## src/rtl/mesh_rsc_inj_arbiter_if.sv

```systemverilog
// Bundle between the resource cluster requesters, the injection arbiter and
// one mesh node's resource injection slice (packet, write, full, overflow).
interface mesh_rsc_inj_arbiter_if #(
   parameter int REQ_N       = 4,
   parameter int ROW_N       = 3,
   parameter int COL_M       = 3,
   parameter int PCKT_DATA_W = 8,
   parameter int CNT_W       = 8
);
   localparam int ROW_ADDR_W = $clog2(ROW_N);
   localparam int COL_ADDR_W = $clog2(COL_M);
   localparam int PCKT_W     = PCKT_DATA_W + ROW_ADDR_W + COL_ADDR_W;

   // requester side
   logic [REQ_N-1:0]             req_i;
   logic [REQ_N*PCKT_DATA_W-1:0] req_data_i;
   logic [REQ_N*ROW_ADDR_W-1:0]  req_row_i;
   logic [REQ_N*COL_ADDR_W-1:0]  req_col_i;
   logic [REQ_N-1:0]             gnt_o;
   // node side
   logic [PCKT_W-1:0]            pckt_o;
   logic                         wren_o;
   logic                         noc_full_i;
   logic                         noc_ovrflw_i;
   // status
   logic                         busy_o;
   logic                         drop_o;
   logic [CNT_W-1:0]             drop_cnt_o;

   // arbiter view
   modport slave (
      input  req_i, req_data_i, req_row_i, req_col_i, noc_full_i, noc_ovrflw_i,
      output gnt_o, pckt_o, wren_o, busy_o, drop_o, drop_cnt_o
   );

   // requester / node view
   modport master (
      output req_i, req_data_i, req_row_i, req_col_i, noc_full_i, noc_ovrflw_i,
      input  gnt_o, pckt_o, wren_o, busy_o, drop_o, drop_cnt_o
   );
endinterface

```

## src/rtl/mesh_rsc_inj_arbiter.sv

```systemverilog
// Round-robin injection arbiter for one mesh node's resource channel.
// Grants one requester, writes its {data,row,col} packet as a single-cycle
// pulse, watches the overflow flag in the following cycle and replays the
// same packet up to MAX_RETRY times before abandoning it.
module mesh_rsc_inj_arbiter #(
   parameter int REQ_N       = 4,
   parameter int ROW_N       = 3,
   parameter int COL_M       = 3,
   parameter int PCKT_DATA_W = 8,
   parameter int MAX_RETRY   = 3,
   parameter int CNT_W       = 8
) (
   input  logic                  clk_i,
   input  logic                  rst_ni,
   mesh_rsc_inj_arbiter_if.slave bus
);
   localparam int ROW_ADDR_W = $clog2(ROW_N);
   localparam int COL_ADDR_W = $clog2(COL_M);
   localparam int PCKT_W     = PCKT_DATA_W + ROW_ADDR_W + COL_ADDR_W;
   localparam int PTR_W      = $clog2(REQ_N);
   localparam int RTY_W      = $clog2(MAX_RETRY + 1);

   typedef enum logic [1:0] {IDLE, CHECK, RETRY} state_t;

   state_t            state;
   logic [PTR_W-1:0]  ptr;
   logic [RTY_W-1:0]  retry;
   logic [PCKT_W-1:0] pckt;
   logic              wren;
   logic              drop;
   logic [CNT_W-1:0]  drop_cnt;

   logic [PTR_W-1:0]  win;
   logic              win_vld;
   logic              grant;
   logic [PCKT_W-1:0] win_pckt;

   // first active requester at or after the pointer, wrapping circularly
   always_comb begin
      win     = '0;
      win_vld = 1'b0;
      for (int i = 0; i < REQ_N; i++) begin
         automatic int j = int'(ptr) + i;
         if (j >= REQ_N) j = j - REQ_N;
         if (!win_vld && bus.req_i[j]) begin
            win_vld = 1'b1;
            win     = PTR_W'(j);
         end
      end
   end

   // a grant is only possible from IDLE with room in the node FIFO;
   // gated by reset so the grant reads zero while reset is held
   assign grant    = rst_ni && (state == IDLE) && !bus.noc_full_i && win_vld;
   assign win_pckt = {bus.req_data_i[win*PCKT_DATA_W +: PCKT_DATA_W],
                      bus.req_row_i[win*ROW_ADDR_W +: ROW_ADDR_W],
                      bus.req_col_i[win*COL_ADDR_W +: COL_ADDR_W]};

   assign bus.gnt_o      = grant ? (REQ_N'(1) << win) : '0;
   assign bus.pckt_o     = pckt;
   assign bus.wren_o     = wren;
   assign bus.drop_o     = drop;
   assign bus.drop_cnt_o = drop_cnt;
   assign bus.busy_o     = (state != IDLE);

   // control FSM: capture on grant, check overflow after each write, replay or drop
   always_ff @(posedge clk_i or negedge rst_ni) begin
      if (!rst_ni) begin
         state    <= IDLE;
         ptr      <= '0;
         retry    <= '0;
         pckt     <= '0;
         wren     <= 1'b0;
         drop     <= 1'b0;
         drop_cnt <= '0;
      end else begin
         wren <= 1'b0;
         drop <= 1'b0;
         case (state)
            IDLE: begin
               if (grant) begin
                  pckt  <= win_pckt;
                  wren  <= 1'b1;
                  ptr   <= (win == PTR_W'(REQ_N - 1)) ? '0 : win + 1'b1;
                  retry <= '0;
                  state <= CHECK;
               end
            end
            CHECK: begin
               if (!bus.noc_ovrflw_i) begin
                  state <= IDLE;
               end else if (retry < RTY_W'(MAX_RETRY)) begin
                  state <= RETRY;
               end else begin
                  // out of replays: abandon the packet and count it
                  drop  <= 1'b1;
                  if (drop_cnt != '1) drop_cnt <= drop_cnt + 1'b1;
                  state <= IDLE;
               end
            end
            RETRY: begin
               // pckt is untouched, so the replay carries the same packet
               if (!bus.noc_full_i) begin
                  wren  <= 1'b1;
                  retry <= retry + 1'b1;
                  state <= CHECK;
               end
            end
            default: state <= IDLE;
         endcase
      end
   end
endmodule

```

## src/flat_wrapper.sv

```systemverilog
// flat-port wrapper written by rule: the top's interface ports become plain ports
module mesh_rsc_inj_arbiter_flat 
#(
   parameter int REQ_N       = 4,
   parameter int ROW_N       = 3,
   parameter int COL_M       = 3,
   parameter int PCKT_DATA_W = 8,
   parameter int MAX_RETRY   = 3,
   parameter int CNT_W       = 8
)
  (clk_i, rst_ni, bus_req_i, bus_req_data_i, bus_req_row_i, bus_req_col_i, bus_noc_full_i, bus_noc_ovrflw_i, bus_gnt_o, bus_pckt_o, bus_wren_o, bus_busy_o, bus_drop_o, bus_drop_cnt_o);
  mesh_rsc_inj_arbiter_if #(.REQ_N(REQ_N), .ROW_N(ROW_N), .COL_M(COL_M), .PCKT_DATA_W(PCKT_DATA_W), .CNT_W(CNT_W)) bus_i ();
  input  logic clk_i;
  input  logic rst_ni;
  input wire logic [$bits(bus_i.req_i)-1:0] bus_req_i;
  input wire logic [$bits(bus_i.req_data_i)-1:0] bus_req_data_i;
  input wire logic [$bits(bus_i.req_row_i)-1:0] bus_req_row_i;
  input wire logic [$bits(bus_i.req_col_i)-1:0] bus_req_col_i;
  input wire logic [$bits(bus_i.noc_full_i)-1:0] bus_noc_full_i;
  input wire logic [$bits(bus_i.noc_ovrflw_i)-1:0] bus_noc_ovrflw_i;
  output wire logic [$bits(bus_i.gnt_o)-1:0] bus_gnt_o;
  output wire logic [$bits(bus_i.pckt_o)-1:0] bus_pckt_o;
  output wire logic [$bits(bus_i.wren_o)-1:0] bus_wren_o;
  output wire logic [$bits(bus_i.busy_o)-1:0] bus_busy_o;
  output wire logic [$bits(bus_i.drop_o)-1:0] bus_drop_o;
  output wire logic [$bits(bus_i.drop_cnt_o)-1:0] bus_drop_cnt_o;
  assign bus_i.req_i = bus_req_i;
  assign bus_i.req_data_i = bus_req_data_i;
  assign bus_i.req_row_i = bus_req_row_i;
  assign bus_i.req_col_i = bus_req_col_i;
  assign bus_i.noc_full_i = bus_noc_full_i;
  assign bus_i.noc_ovrflw_i = bus_noc_ovrflw_i;
  assign bus_gnt_o = bus_i.gnt_o;
  assign bus_pckt_o = bus_i.pckt_o;
  assign bus_wren_o = bus_i.wren_o;
  assign bus_busy_o = bus_i.busy_o;
  assign bus_drop_o = bus_i.drop_o;
  assign bus_drop_cnt_o = bus_i.drop_cnt_o;
  mesh_rsc_inj_arbiter #(.REQ_N(REQ_N), .ROW_N(ROW_N), .COL_M(COL_M), .PCKT_DATA_W(PCKT_DATA_W), .MAX_RETRY(MAX_RETRY), .CNT_W(CNT_W)) u_core (.clk_i(clk_i), .rst_ni(rst_ni), .bus(bus_i));
endmodule
```

## config.mk

```make
export PLATFORM = sky130hd
export DESIGN_NAME = mesh_rsc_inj_arbiter_flat
export DESIGN_NICKNAME = d
export VERILOG_FILES = /design/src/rtl/mesh_rsc_inj_arbiter_if.sv /design/src/rtl/mesh_rsc_inj_arbiter.sv /design/src/flat_wrapper.sv
export SDC_FILE = /design/constraint.sdc
export NUM_CORES = 1
export LEC_CHECK = 0
export BUFFER_PORTS_ARGS = -buffer_cell sky130_fd_sc_hd__buf_2
export CAP_MARGIN = 15
export CORE_ASPECT_RATIO = 0.9
export CORE_MARGIN = 3
export CORE_UTILIZATION = 35
export CTS_BUF_LIST = sky130_fd_sc_hd__clkbuf_8
export DETAILED_ROUTE_END_ITERATION = 12
export GPL_ROUTABILITY_DRIVEN = 0
export GPL_TIMING_DRIVEN = 0
export HOLD_SLACK_MARGIN = 0.05
export PLACE_DENSITY_LB_ADDON = 0.08
export SLEW_MARGIN = 0
export SYNTH_ARGS = -nofsm -noshare
export SYNTH_HDL_FRONTEND = slang
export SYNTH_SLANG_ARGS = --single-unit
```

## constraint.sdc

```tcl
create_clock -name clk_i -period 5.35 [get_ports clk_i]
set_clock_uncertainty 0.15 [all_clocks]
set_input_delay 1.07 -clock clk_i [delete_from_list [all_inputs] [get_ports clk_i]]
set_output_delay 1.07 -clock clk_i [all_outputs]
set_load 0.01 [all_outputs]
```

==> After elaboration in Yosys (flattened, before gate mapping) <==
Cells that the tools add are included.
{ "totals": {"memories": 0, "output_inout_bits": 27, "ram_bits": 0, "in_bits": 56, "rom_bits": 0, "latch_bits": 0, "ff_bits": 28, "elab_cells": 94} }
{ "op_classes": {"div_mod_pow": 0, "mul": 0, "reduce_logical": 17, "n_eq_ne": 6, "shifts": 4, "n_addsub": 10, "bitwise": 1, "n_lt_le_gt_ge": 9, "muxes": 40} }
{ "ops": {"columns": ["cell", "count"], "rows": [
  ["$lt A32 B4 Y1 const B", 4],
  ["$mux W32", 4],
  ["$ge A32 B4 Y1 const B", 3],
  ["$sub A32 B4 Y32 const B", 3],
  ["$shiftx A32 B6 Y8", 1],
  ["$mux W2", 11],
  ["$mux W1", 17],
  ["$shiftx A8 B4 Y2", 2],
  ["$add A8 B1 Y8 const B", 1],
  ["$bmux W1 S2", 4],
  ["$ne A8 B8 Y1 const B", 1],
  ["$add A2 B2 Y3 const B", 2],
  ["$logic_and A1 B1 Y1", 6],
  ["$pmux W2 S3", 1],
  ["$add A2 B1 Y2 const B", 2],
  ["$eq A2 B2 Y1 const B", 2],
  ["$logic_not A1 Y1", 4],
  ["$mux W4", 1],
  ["$pmux W2 S2", 1],
  ["$reduce_and A2 Y1", 2],
  ["$reduce_and A4 Y1", 1],
  ["$reduce_bool A2 Y1", 2],
  ["$shl A1 B2 Y4 const A", 1],
  ["$sub A2 B3 Y4 const B", 1],
  ["other kinds (10)", 10]
]} }

==> Logic depth before layout (Yosys ltp) <==
{ "logic_depth": {"ltp_word": 18, "ltp_mapped": 9, "depth_no_buf": 7} }

==> Worst setup path after synthesis <==
OpenSTA, ideal clock, no wires.
{ "synth_timing": {"path_kind": "input to output", "from": "input port bus_req_i[2]", "to": "output port bus_gnt_o[0]", "stages": 8, "n_path_buf": 2, "path_slack_ns": 1.941, "t_arrival_ns": 2.189, "path_cell_list": "nor2b_1 -> a21boi_1 -> o31ai_2 -> buf_6 -> buf_6 -> ha_1 -> inv_1 -> nor2_1"} }
{ "synth_via": {"elab_chain_cells": 15, "word_cells_on_any_way": 29, "cone_classes": "1 x shift; 21 x mux; 7 x reduce/logical"} }
{ "synth_lines": {"columns": ["element", "line", "source"], "rows": [
  ["start: declaration", "flat_wrapper.sv:15", "input wire logic [$bits(bus_i.req_i)-1:0] bus_req_i;"],
  ["$bmux W1 S2", "mesh_rsc_inj_arbiter.sv:45", "if (!win_vld && bus.req_i[j]) begin"],
  ["$mux W1 (not written as such) (2 in series)", "mesh_rsc_inj_arbiter.sv:45", null],
  ["$mux W1", "mesh_rsc_inj_arbiter.sv:45", null],
  ["$logic_not A1 Y1", "mesh_rsc_inj_arbiter.sv:45", null],
  ["$logic_and A1 B1 Y1", "mesh_rsc_inj_arbiter.sv:45", null],
  ["$mux W1", "mesh_rsc_inj_arbiter.sv:45", null],
  ["$logic_not A1 Y1", "mesh_rsc_inj_arbiter.sv:45", null],
  ["$logic_and A1 B1 Y1", "mesh_rsc_inj_arbiter.sv:45", null],
  ["$mux W1", "mesh_rsc_inj_arbiter.sv:45", null],
  ["$logic_not A1 Y1", "mesh_rsc_inj_arbiter.sv:45", null],
  ["$logic_and A1 B1 Y1", "mesh_rsc_inj_arbiter.sv:45", null],
  ["$mux W2 / $mux W1 (equally long branches)", "mesh_rsc_inj_arbiter.sv:45", null],
  ["$shl A1 B2 Y4 / $logic_and A1 B1 Y1 (equally long branches)", "mesh_rsc_inj_arbiter.sv:59, mesh_rsc_inj_arbiter.sv:54", null],
  ["$mux W4 *", "mesh_rsc_inj_arbiter.sv:59", "assign bus.gnt_o = grant ? (REQ_N'(1) << win) : '0;"],
  ["end: declaration", "flat_wrapper.sv:21", "output wire logic [$bits(bus_i.gnt_o)-1:0] bus_gnt_o;"]
]} }
Mark *: on every way between the ends. The rest lies on a longest branch, timed or not. The select of a mux whose other input is x is not followed.

==> Final worst setup path <==
{ "layout_timing": {"from": "input port bus_req_i[2]", "to": "output port bus_gnt_o[3]"} }
Same word-level chain as after synthesis.

==> tab_implementation.tex <==
\begin{tabular}{lr}
\hline
Metric & Value \\
\hline
\multicolumn{2}{l}{\textbf{Yosys}} \\
\quad Cell type with the highest aggregate area in the netlist & dfrtp\_1 \\
\quad Post-Syn Nets & 211 \\
\quad Area share of the leading cell type in the synthesized netlist & between 40\% and 50\% \\
\quad Post-synth EDFFs & 0 \\
\quad Async set-or-reset flop fraction in the synthesized netlist & 100\% \\
\quad Ys Warns & 0 \\
\quad Most common cell in the netlist & dfrtp\_1 \\
\quad Most instantiated cells after synthesis & dfrtp\_1, mux2i\_1, nand2\_1, o221ai\_2, inv\_1 \\
\quad Cell Area, Synth & roughly 1700 µm² \\
\quad Sequential element share of the synthesized area & between 40\% and 50\% \\
\quad Top\_reg\_cell synth & dfrtp\_1 \\
\quad Synthesized instance count & between 100 and 150 \\
\quad Largest cells by area after synthesis & dfrtp\_1, mux2i\_1, o221ai\_2 \\
\quad Count of unique library cells instantiated by Yosys & 35 \\
\quad Mean cell area of the mapped netlist & roughly 11 µm² \\
\quad Number of storage elements in the synthesis netlist & 28 \\
\multicolumn{2}{l}{\textbf{Floorplanning}} \\
\quad Number of rows in the core area & 23 \\
\quad Initial core utilization & a little under two fifths \\
\quad Height of the chip & around 72 µm \\
\quad Placeable Area & between 4000 and 5000 µm² \\
\quad Chip width & roughly 79 µm \\
\quad Overall die area & 5670 µm² \\
\quad Number of ports placed on the die boundary & 83 \\
\multicolumn{2}{l}{\textbf{Drt}} \\
\quad Vias & about 1,400 \\
\quad Initial DRC Count & 50 \\
\quad Detail Route Antenna Nets & 0 \\
\quad Aggregate routed wire length & slightly below 4 mm \\
\quad First-pass detailed-route iteration total & 4 \\
\quad Average routed wire per standard cell & roughly 13 µm \\
\quad Final routed DRC violation total & 0 \\
\quad Ratio of routed vias to standard cells & $\sim$4.7 \\
\multicolumn{2}{l}{\textbf{Timing}} \\
\quad Number of hold-slack violations in the final timing report & 0 \\
\quad Final total negative setup slack & 0 ns \\
\quad Top achievable clock speed & about 270 MHz \\
\quad Unrepaired setup endpoints after global routing & false \\
\quad Final setup fails & 0 \\
\quad Final Cycle Share & roughly 70\% \\
\quad Relative slew slack & a little under three fifths \\
\quad Slew Limit Fails & 0 \\
\quad Post-layout min period & approximately 3.7 ns \\
\quad Transition time at the pin with the least slew margin & around 0.67 ns \\
\multicolumn{2}{l}{\textbf{Setup path}} \\
\quad Crit path max fanout & 11 \\
\quad CP Launch Point & bus\_req\_i[2] \\
\quad Reg-to-reg critical path endpoint & u\_core.ptr[1] \\
\quad Slowest cell on the critical path & o31ai\_2 \\
\quad Setup CP Type & in -> out \\
\quad Worst setup path end & bus\_gnt\_o[3] \\
\quad Startpoint kind of the worst setup timing path & input port \\
\quad Longest individual stage delay on the worst path & between 0.2 and 0.25 ns \\
\quad Count of cells along the worst register-to-register path & 8 \\
\quad Worst reg2reg setup slack & 3.34 ns \\
\quad Critical path data required time & a little over 4 ns \\
\quad Nature of the critical path endpoint & output pin \\
\quad Critical path data arrival time & around 2.5 ns \\
\quad CP Cell Sequence & buf\_2 -> nor2b\_1 -> a21boi\_1 -> o31ai\_2 -> buf\_6 -> buf\_6 -> inv\_1 -> ha\_1 -> inv\_1 -> nor2\_1 -> buf\_2 \\
\quad Crit Reg-Reg Startpoint & u\_core.ptr[0] \\
\multicolumn{2}{l}{\textbf{Final layout}} \\
\quad Fraction of layout instances using a drive strength above 1 & about half \\
\quad Number of diodes added for antenna fixing & 0 \\
\quad Layout filler cell count & 460 \\
\quad Area overhead of the layout relative to synthesis & 33.3\% \\
\quad Final net count & 298 \\
\quad Post-route non-filler standard cell count & about 300 \\
\multicolumn{2}{l}{\textbf{Clocking}} \\
\quad Clock slew seen by the registers of the worst setup and hold paths & about 0.1 ns \\
\quad Post-CTS setup buffer count & 0 \\
\quad Inserted Clock Buffers & 3 \\
\quad CTS hold repair buffers & 0 \\
\quad CTS H-tree lvls & 1 \\
\quad Clock latency reported for the late side of the worst-skew pair & between 0.2 and 0.3 ns \\
\quad Clock root cell & clkbuf\_8 \\
\quad Cts repair resizes & 0 \\
\quad Total number of clock tree sinks & 28 \\
\quad Max Root-Sink Buffers & 2 \\
\quad Clock tree from TritonCTS & built \\
\multicolumn{2}{l}{\textbf{GRT}} \\
\quad Aggregate global routing overflow & 0 \\
\quad Busiest metal layer after global routing & met2 \\
\quad GRT met1 Usage & about a fifth \\
\quad Global routing usage on met2 & between 20\% and 30\% \\
\quad Wire length of the first global-routing pass & about 6.4 mm \\
\quad Largest net degree at the start of global routing & 30 \\
\quad Via count of the first global-routing pass & 1,370 \\
\quad Antenna violations before repair & 0 \\
\quad GRT Overall Usage & about 14\% \\
\quad Met3 layer usage reported by global route & 3.02\% \\
\multicolumn{2}{l}{\textbf{Power}} \\
\quad Peak VDD IR & approximately 160 µV \\
\quad Cell Pwr Density & slightly below 400 nW/µm² \\
\quad LEAKAGE & between 1 and 1.5 nW \\
\multicolumn{2}{l}{\textbf{Placed design}} \\
\quad Port Buf Inserts & around 80 \\
\quad Number of cells after detailed placement & 293 \\
\quad HPWL after detailed placement & 3.05 mm \\
\multicolumn{2}{l}{\textbf{Status}} \\
\quad Result of the run & completed \\
\multicolumn{2}{l}{\textbf{Hold path}} \\
\quad Hold crit path type & reg -> reg \\
\multicolumn{2}{l}{\textbf{Job}} \\
\quad Count of maximum capacitance violations & 0 \\
\hline
\end{tabular}
-- report_power, final --
part	internal, mW	switching (mW)	total, mW
logic	0.189	0.199	0.388
registers	0.273	0.0389	0.312
clock network	0.100	0.0691	0.169
total	0.562	0.307	0.869
-- through the flow --
| stage | area, µm² | hold WS [ns] | util (%) | setup slack, ns | total power [mW] |
|---|---|---|---|---|---|
| detailed placement | 2170 | 0.326 | 47.7 | 1.59 | 0.713 |
| finish | 2240 | 0.344 | 49.3 | 1.62 | 0.869 |
| floorplan | 1680 | 0.315 | - | 1.94 | 0.586 |
| global route | 2240 | 0.382 | 49.3 | 1.53 | 0.936 |
| CTS | 2240 | 0.349 | 49.3 | 1.59 | 0.883 |
| global placement | 2170 | 0.322 | 47.7 | 1.59 | 0.711 |
-- cells by family after synthesis --
logic type               after synthesis  synth area share [%]
AO/OA/AOI/OAI                         21                  14.3
XOR/XNOR                               7                  3.65
adder cells (fa/ha/maj)                6                  4.46
buffers and inverters                 16                  6.18
flip-flops                            28                  41.7
multiplexers                          26                  15.6
AND/OR/NAND/NOR                       45                  14.1
-- sequential cells by signal, summed over array words and instances, names as in the netlist --
register,flops
u_core.retry,2
u_core.bus.drop_o,1
u_core.bus.pckt_o,12
u_core.state,2
u_core.bus.wren_o,1
u_core.bus.drop_cnt_o,8
u_core.ptr,2
-- cells in the final DEF, fill, tap and decap left out, types with 2 or more instances in the layout --
cell / Yosys / layout
mux2i_1: 24 / 24
nand3_1: 5 / 5
nand2_1: 22 / 22
mux2_2: 2 / 2
o221ai_1: 2 / 2
o21ai_0: 2 / 2
nor2b_1: 2 / 2
dfrtp_1: 28 / 28
xor2_1: 2 / 2
xnor2_1: 5 / 5
ha_1: 6 / 6
o221ai_2: 10 / 10
buf_2: 2 / 84
inv_1: 8 / 8
clkbuf_8: 0 / 3
nor2_1: 5 / 5
buf_6: 4 / 4
and3_1: 2 / 2
-- metal layers --
metal / up-vias / share of wire [%]
met5: - / 0
met4: 0 / 0.49
li1: 707 / -
met2: 41 / 45
met3: 2 / 6.8
met1: 633 / 48
-- worst max-delay path, delay by kind of cell --
kind | cells | cell delay [ns]
simple gates | 2 | 0.16
compound gates | 2 | 0.34
fa+ha+maj | 1 | 0.18
buf+inv | 6 | 0.75
-- layout make-up --
cell class / instances / area (µm²) / share of cell area [%]
buffer: 7 / 70.1 / 3.13
clock buffer: 3 / 41.3 / 1.84
clock inverter: 1 / 30.0 / 1.34
inverter: 9 / 33.8 / 1.51
multi-input combinational: 105 / 877 / 39.1
sequential: 28 / 701 / 31.3
tap: 62 / 77.6 / 3.46
timing repair buffer: 82 / 410 / 18.3
-- worst min-delay path by stage --
stage,slack (ns),cells after the start,startpoint,endpoint
after detailed placement,0.33,2,u_core.bus.pckt_o[9],u_core.bus.pckt_o[9]
after floorplan,0.32,1,u_core.retry[0],u_core.retry[0]
after global placement,0.32,2,u_core.bus.pckt_o[11],u_core.bus.pckt_o[11]
final,0.34,2,u_core.bus.pckt_o[3],u_core.bus.pckt_o[3]
after CTS,0.35,2,u_core.bus.pckt_o[3],u_core.bus.pckt_o[3]
after global routing,0.38,2,u_core.bus.pckt_o[7],u_core.bus.pckt_o[7]
(Power assumes the default switching activity.)
